### src/rtl/conv_encoder_framed.sv
// ---------------------------------------------------------------------------
// conv_encoder_framed
//
// Rate-1/2 convolutional encoder with framing. Serial data bits come in over
// a valid/ready port. Each accepted bit is encoded into one 2-bit code pair.
// After every FRAME_LEN data bits the encoder appends K-1 zero tail bits so
// that the trellis is back in state 0 at each frame boundary.
//
// Handshake: a transfer happens on a rising clk edge where valid & ready are
// both high. The producer holds data stable while valid & !ready, and valid is
// never withdrawn on account of ready. The same rule applies to the input port
// (in_valid/in_ready) and to the output port (out_valid/out_ready).
//
// Ports
//   clk        in   1   clock, rising edge
//   rst        in   1   asynchronous, active-high reset
//   in_valid   in   1   in_bit is valid
//   in_bit     in   1   data bit, taken when in_valid & in_ready
//   in_ready   out  1   encoder can take a data bit this cycle
//   out_valid  out  1   out_pair / out_last are valid
//   out_pair   out  2   [1]=parity(G0 & taps), [0]=parity(G1 & taps)
//   out_last   out  1   marks the final tail pair of a frame
//   out_ready  in   1   downstream takes the pair when out_valid & out_ready
//   busy       out  1   high in DATA or TAIL
//   state_dbg  out  2   FSM state: 0=IDLE, 1=DATA, 2=TAIL
// ---------------------------------------------------------------------------
module conv_encoder_framed #(
    parameter int             K         = 3,
    parameter logic [K-1:0]   G0        = 3'b111,
    parameter logic [K-1:0]   G1        = 3'b101,
    parameter int             FRAME_LEN = 16
) (
    input  logic       clk,
    input  logic       rst,
    input  logic       in_valid,
    input  logic       in_bit,
    output logic       in_ready,
    output logic       out_valid,
    output logic [1:0] out_pair,
    output logic       out_last,
    input  logic       out_ready,
    output logic       busy,
    output logic [1:0] state_dbg
);

    localparam int CW = $clog2(FRAME_LEN + 1);
    localparam int TW = $clog2(K);
    localparam logic [CW-1:0] LAST_BIT  = CW'(FRAME_LEN - 1);
    localparam logic [TW-1:0] LAST_TAIL = TW'(K - 2);

    typedef enum logic [1:0] {
        S_IDLE = 2'd0,
        S_DATA = 2'd1,
        S_TAIL = 2'd2
    } state_t;

    state_t          state_q,     state_d;
    logic [K-2:0]    sr_q,        sr_d;
    logic [CW-1:0]   bit_cnt_q,   bit_cnt_d;
    logic [TW-1:0]   tail_cnt_q,  tail_cnt_d;
    logic            out_valid_q, out_valid_d;
    logic [1:0]      out_pair_q,  out_pair_d;
    logic            out_last_q,  out_last_d;

    logic            load_ok;
    logic            accept;
    logic            tail_load;
    logic            load;
    logic            enc_bit;
    logic [K-1:0]    tap;
    logic [K-2:0]    sr_shift;

    // The output register can take a new pair when it is empty or is being
    // drained in this same cycle (replace without a bubble).
    assign load_ok   = !out_valid_q || out_ready;
    assign in_ready  = (state_q != S_TAIL) && load_ok;
    assign accept    = in_valid && in_ready;
    assign tail_load = (state_q == S_TAIL) && load_ok;
    assign load      = accept || tail_load;
    // Tail cycles feed zeros; they never consume input.
    assign enc_bit   = accept ? in_bit : 1'b0;

    // Tap vector {b, sr[0], ..., sr[K-2]} and the shifted register.
    always_comb begin
        tap        = '0;
        tap[K-1]   = enc_bit;
        for (int i = 0; i < K - 1; i++) begin
            tap[K-2-i] = sr_q[i];
        end
        sr_shift    = '0;
        sr_shift[0] = enc_bit;
        for (int i = 1; i < K - 1; i++) begin
            sr_shift[i] = sr_q[i-1];
        end
    end

    always_comb begin
        state_d     = state_q;
        sr_d        = sr_q;
        bit_cnt_d   = bit_cnt_q;
        tail_cnt_d  = tail_cnt_q;
        out_valid_d = out_valid_q;
        out_pair_d  = out_pair_q;
        out_last_d  = out_last_q;

        if (load) begin
            out_valid_d = 1'b1;
            out_pair_d  = {^(G0 & tap), ^(G1 & tap)};
            out_last_d  = tail_load && (tail_cnt_q == LAST_TAIL);
            sr_d        = sr_shift;
        end else if (out_ready) begin
            out_valid_d = 1'b0;
            out_last_d  = 1'b0;
        end

        case (state_q)
            S_IDLE: begin
                if (accept) begin
                    if (FRAME_LEN == 1) begin
                        state_d = S_TAIL;
                    end else begin
                        bit_cnt_d = CW'(1);
                        state_d   = S_DATA;
                    end
                end
            end
            S_DATA: begin
                if (accept) begin
                    if (bit_cnt_q == LAST_BIT) begin
                        bit_cnt_d = '0;
                        state_d   = S_TAIL;
                    end else begin
                        bit_cnt_d = bit_cnt_q + CW'(1);
                    end
                end
            end
            S_TAIL: begin
                if (tail_load) begin
                    if (tail_cnt_q == LAST_TAIL) begin
                        tail_cnt_d = '0;
                        state_d    = S_IDLE;
                    end else begin
                        tail_cnt_d = tail_cnt_q + TW'(1);
                    end
                end
            end
            default: begin
                state_d = S_IDLE;
            end
        endcase
    end

    always_ff @(posedge clk or posedge rst) begin
        if (rst) begin
            state_q     <= S_IDLE;
            sr_q        <= '0;
            bit_cnt_q   <= '0;
            tail_cnt_q  <= '0;
            out_valid_q <= 1'b0;
            out_pair_q  <= 2'b00;
            out_last_q  <= 1'b0;
        end else begin
            state_q     <= state_d;
            sr_q        <= sr_d;
            bit_cnt_q   <= bit_cnt_d;
            tail_cnt_q  <= tail_cnt_d;
            out_valid_q <= out_valid_d;
            out_pair_q  <= out_pair_d;
            out_last_q  <= out_last_d;
        end
    end

    assign out_valid = out_valid_q;
    assign out_pair  = out_pair_q;
    assign out_last  = out_last_q;
    assign busy      = (state_q != S_IDLE);
    assign state_dbg = state_q;

endmodule

### config.mk
export PLATFORM = sky130hd
export DESIGN_NAME = conv_encoder_framed
export DESIGN_NICKNAME = d
export VERILOG_FILES = /design/src/rtl/conv_encoder_framed.sv
export SDC_FILE = /design/constraint.sdc
export NUM_CORES = 1
export LEC_CHECK = 0
export BUFFER_PORTS_ARGS = -buffer_cell sky130_fd_sc_hd__buf_2
export CAP_MARGIN = 25
export CORE_MARGIN = 2
export CORE_UTILIZATION = 50
export DETAILED_ROUTE_END_ITERATION = 12
export PLACE_DENSITY_LB_ADDON = 0.12
export SYNTH_ARGS = -nofsm -noshare
export SYNTH_HDL_FRONTEND = slang
export SYNTH_SLANG_ARGS = --single-unit
### constraint.sdc
create_clock -name clk -period 1.9 [get_ports clk]
set_input_delay 0.38 -clock clk [delete_from_list [all_inputs] [get_ports clk]]
set_output_delay 0.38 -clock clk [all_outputs]
set_load 0.05 [all_outputs]
# After elaboration in Yosys (flattened, before gate mapping)
# Index checks and enable logic that the tools add are counted.
[word_totals]
reg_bits = 15
inputBits = 5
output_inout_bits = 8
wordCells = 50
[op_classes]
add_sub_neg = 2
n_eq_ne = 10
muxes = 15
n_reduce_logical = 16
[op_table]
columns = ["operator", "n"]
rows = [
  ["$mux W5", 3],
  ["$mux W2", 6],
  ["$ne A2 B2 Y1 const B", 5],
  ["$pmux W5 S2", 1],
  ["$pmux W2 S3", 1],
  ["$reduce_bool A2 Y1", 3],
  ["$reduce_xor A3 Y1", 2],
  ["$add A5 B1 Y5 const B", 1],
  ["$eq A5 B4 Y1 const B", 1],
  ["$reduce_and A5 Y1", 1],
  ["$eq A2 B1 Y1 const B", 2],
  ["$logic_and A1 B1 Y1", 4],
  ["$mux W1", 4],
  ["$reduce_and A3 Y1", 1],
  ["$add A2 B1 Y2 const B", 1],
  ["$eq A2 B2 Y1 const B", 1],
  ["$logic_not A2 Y1", 1],
  ["$logic_or A1 B1 Y1", 2],
  ["$ne A2 B1 Y1 const B", 1],
  ["$reduce_and A2 Y1", 1],
  ["$logic_not A1 Y1", 1],
]

# Longest topological paths before layout
[depth]
word_depth = 6
ltp_mapped = 5
ltp_nobuf = 5

# Worst setup path before layout
# Ideal clock, no wire load.
[synth_timing]
path_kind = "register -> output"
from = "reg state_q[0] (netlist: state_dbg[0])"
to = "out in_ready"
t_arrival_ns = 1.580
t_required_ns = 1.520
setup_slack_ns = -0.060
stages_incl_launch_ff = 3
path_buffers = 0
path_cell_list = "dfrtp_1 and2b_1 nor2_1"
[synth_via]
elab_chain_cells = 2
[synth_rtl]
columns = ["element", "line_no", "source"]
rows = [
  ["from (decl)", "57", "state_t state_q, state_d;"],
  ["from (signal assigned)", "163", "state_q <= state_d;"],
  ["$ne A2 B2 Y1", "76", "assign in_ready = (state_q != S_TAIL) && load_ok;"],
  ["$logic_and A1 B1 Y1", "76", ""],
  ["to (decl)", "37", "output logic in_ready,"],
]
# No other way between the ends.

# Final worst setup path
# Same ends and word-level chain as after synthesis.

==> metrics.cfg <==
[timing]
relSlewSlack_pct = 62.6
worstMarginPinSlew_ps = 561
setup_viol = 0
hold_viol = 0
report.final.slew_viol_count = 0
setup_tns_ps = 0
clock-skew-final_ps = 6.00
rsz0062_at_grt = false
worst_hold_slack_ps = 137
fin_crit_ps = 1790
final.setup.worst_slack_ps = 112
period_share_pct = 94.1
fmax_mhz = 559

[synth]
ys_seq_elements = 15
synth_top_area_cell = dfrtp_1
syn_area_um2 = 709
yosysUniqueCellTypes = 31
synth_ff_type = dfrtp_1
syn-instance-count = 70
synth.area.top_cells = dfrtp_1 (53%), nand2_1 (6.3%), o21ai_0 (4.9%)
syn-num-nets = 76
syn_area_per_cell_um2 = 10.1
ys_seq_area_share_pct = 52.9
synth_edf_count = 0
async_flop_share_pct = 100
yosys_warnings = 0
synth.top_cell.area_share_pct = 52.9
synth_commonest_cells = dfrtp_1 (15), nand2_1 (12), o21ai_0 (7)
synth.most_common_cell = dfrtp_1

[final_layout]
final_nets = 94
stdcell_area_um2 = 828
finish.utilization_pct = 62.9
drive_gt1_share_pct = 28.7
area_growth_pct = 16.8
fill_cells = 115
insertedDiodeCount = 0

[power]
p_int_w = 0.000623
vdd_drop_max_uv = 782
p_comb_share_pct = 38.2
power.share.clock_pct = 16.2
p_leak_nw = 0.389
p_switching_w = 0.000445
swShare_pct = 41.7
seq_power_share_pct = 45.7
power.density_mw_per_mm2 = 1290

[grt]
gr-usage-all-layers_pct = 16.6
grt_first_pass_wirelength_um = 2140
gr-total-overflow = 0
grt_max_degree = 16
antenna_found_initial = 0
grt_pass1_vias = 476

[drt]
wire_per_inst_um = 12.3
drt_pre_antenna_iters = 4
drc = 0
drt_wl_total_um = 1250
drtAntennaViolNets = 0
vias = 555
drt_iter0_markers = 8
routed_via_density = 5.44

[worst_setup_path]
startpoint = state_dbg[0]$_DFFE_PP0P_
crit_required_ps = 1520
end_kind = output port
rrSetupSlack_ps = 380
cp_max_fo = 12
worst_r2r_startpoint = bit_cnt_q[0]$_DFFE_PP0P_
start_kind = register
critPathTopFamily = flip-flops
worstReg2RegEnd = bit_cnt_q[3]$_DFFE_PP0P_
ff2ff_path_depth = 5
crit_slowest_cell = dfrtp_2
max_stage_delay_ps = 460
worstPathArrival_ps = 1410
critPathKind = reg2out
cp_num_buf_inv = 1
worstPathCellList = and2b_1, nor2_2, buf_2

[cts]
cts_sinks = 15
root_buffer = clkbuf_4
tritoncts = done
clk_pin_slew_ps = 80
clock_path_buffers = 2
worstSkewPairLatency_ps = 280
numCtsBuffers = 3
htreeDepth = 1
ctsHoldBuffers = 0

[die]
coreArea_mm2 = 0.00132
die_area_mm2 = 0.00174
dieWidth_um = 41.7
num_rows = 13
num_io_pins = 13
die_y_um = 41.7
start_util_pct = 53.8

[placed_design]
placed_area_um2 = 801
post-dp-hpwl_um = 961
port_buffers = 12
dp_worst_setup_slack_ps = 339
gp_congestion = 0.780

[run_status]
status = finished clean

[worst_hold_path]
min_path_type = in2async

[run]
drv_cap = 0

==> through the flow <==
| stage | cells | total power (W) |
|---|---|---|
| 4_1_cts | 102 | 0.00107 |
| 5_1_grt | 102 | 0.00114 |
| 2_1_floorplan | 70 | 0.000807 |
| 3_3_place_gp | 98 | 0.000891 |
| 3_5_place_dp | 98 | 0.000899 |
| 6_report | 102 | 0.00107 |
==> registers in the layout, indices dropped and copies added, names as in the netlist <==
register / count
state_dbg: 2
out_pair: 2
out_last: 1
sr_q: 2
out_valid: 1
bit_cnt_q: 5
tail_cnt_q: 2
==> cell families after synthesis <==
group,after synthesis,share of synthesized area [%]
muxes,1,1.59
DFF,15,52.9
adders and majority gates,1,1.76
buffers and inverters,3,1.76
AOI/OAI and AO/OA,16,13.2
and+or+nand+nor,30,23.8
xor gates and xnor gates,4,4.94
==> area by class of cell <==
type / count / area (µm²) / share of cell area [%]
Inverter: 2 / 7.51 / 0.906
Clock buffer: 4 / 26.3 / 3.17
Tap cell: 15 / 18.8 / 2.27
Multi-Input combinational cell: 52 / 324 / 39.1
Timing Repair Buffer: 14 / 75.1 / 9.06
Sequential cell: 15 / 377 / 45.5
==> power groups by stage <==
stage	sequential, W	clock [W]	combinational [W]
5_1_grt	0.000499	0.000193	0.000446
6_report	0.000488	0.000173	0.000408
3_3_place_gp	0.000485	0	0.000406
4_1_cts	0.000484	0.000180	0.000410
3_5_place_dp	0.000489	0	0.000409
2_1_floorplan	0.000553	0	0.000254
==> placed cells by master (no fill, tap or decap), drive strengths merged, types with 2 or more instances in the layout <==
master	netlist	routed
nand3b	2	2
o21ai	9	9
o211ai	2	2
dfrtp	15	15
and2b	2	2
nand2	12	12
buf	1	14
inv	2	2
nor2	2	2
xnor2	3	3
clkbuf	0	4
nand3	3	3
==> layer usage <==
layer | global-route usage, % | up-vias | share of wire (%) | routed length (µm)
li1 | - | 280 | - | -
met1 | 23.2 | 260 | 48 | 604
met2 | 22.5 | 13 | 45 | 562
met3 | 7.83 | 2 | 5.4 | 68
met4 | 5.81 | 0 | 1.4 | 17
met5 | 0 | - | 0 | 0
==> worst register-to-register path: cells and delay by family, from the launching register on <==
kind                     cells  cell delay, ps
AO/OA/AOI/OAI                2             190
flip-flops                   1             420
AND/OR/NAND/NOR              2             610
adder cells (fa/ha/maj)      1             240
==> repair_timing <==
item,4_1_cts,5_1_grt
gates resized for setup,0,1
buffers inserted,0,0
setup endpoints to repair,0,1
==> worst max path at each step <==
stage,endpoint,slack (ps),cells past startpoint
after floorplan,in_ready,180,2
after global placement,in_ready,350,3
after detailed placement,in_ready,340,3
after CTS,in_ready,30,3
after global routing,in_ready,30,3
final,in_ready,110,3
Power figures use the tool's default switching activity.
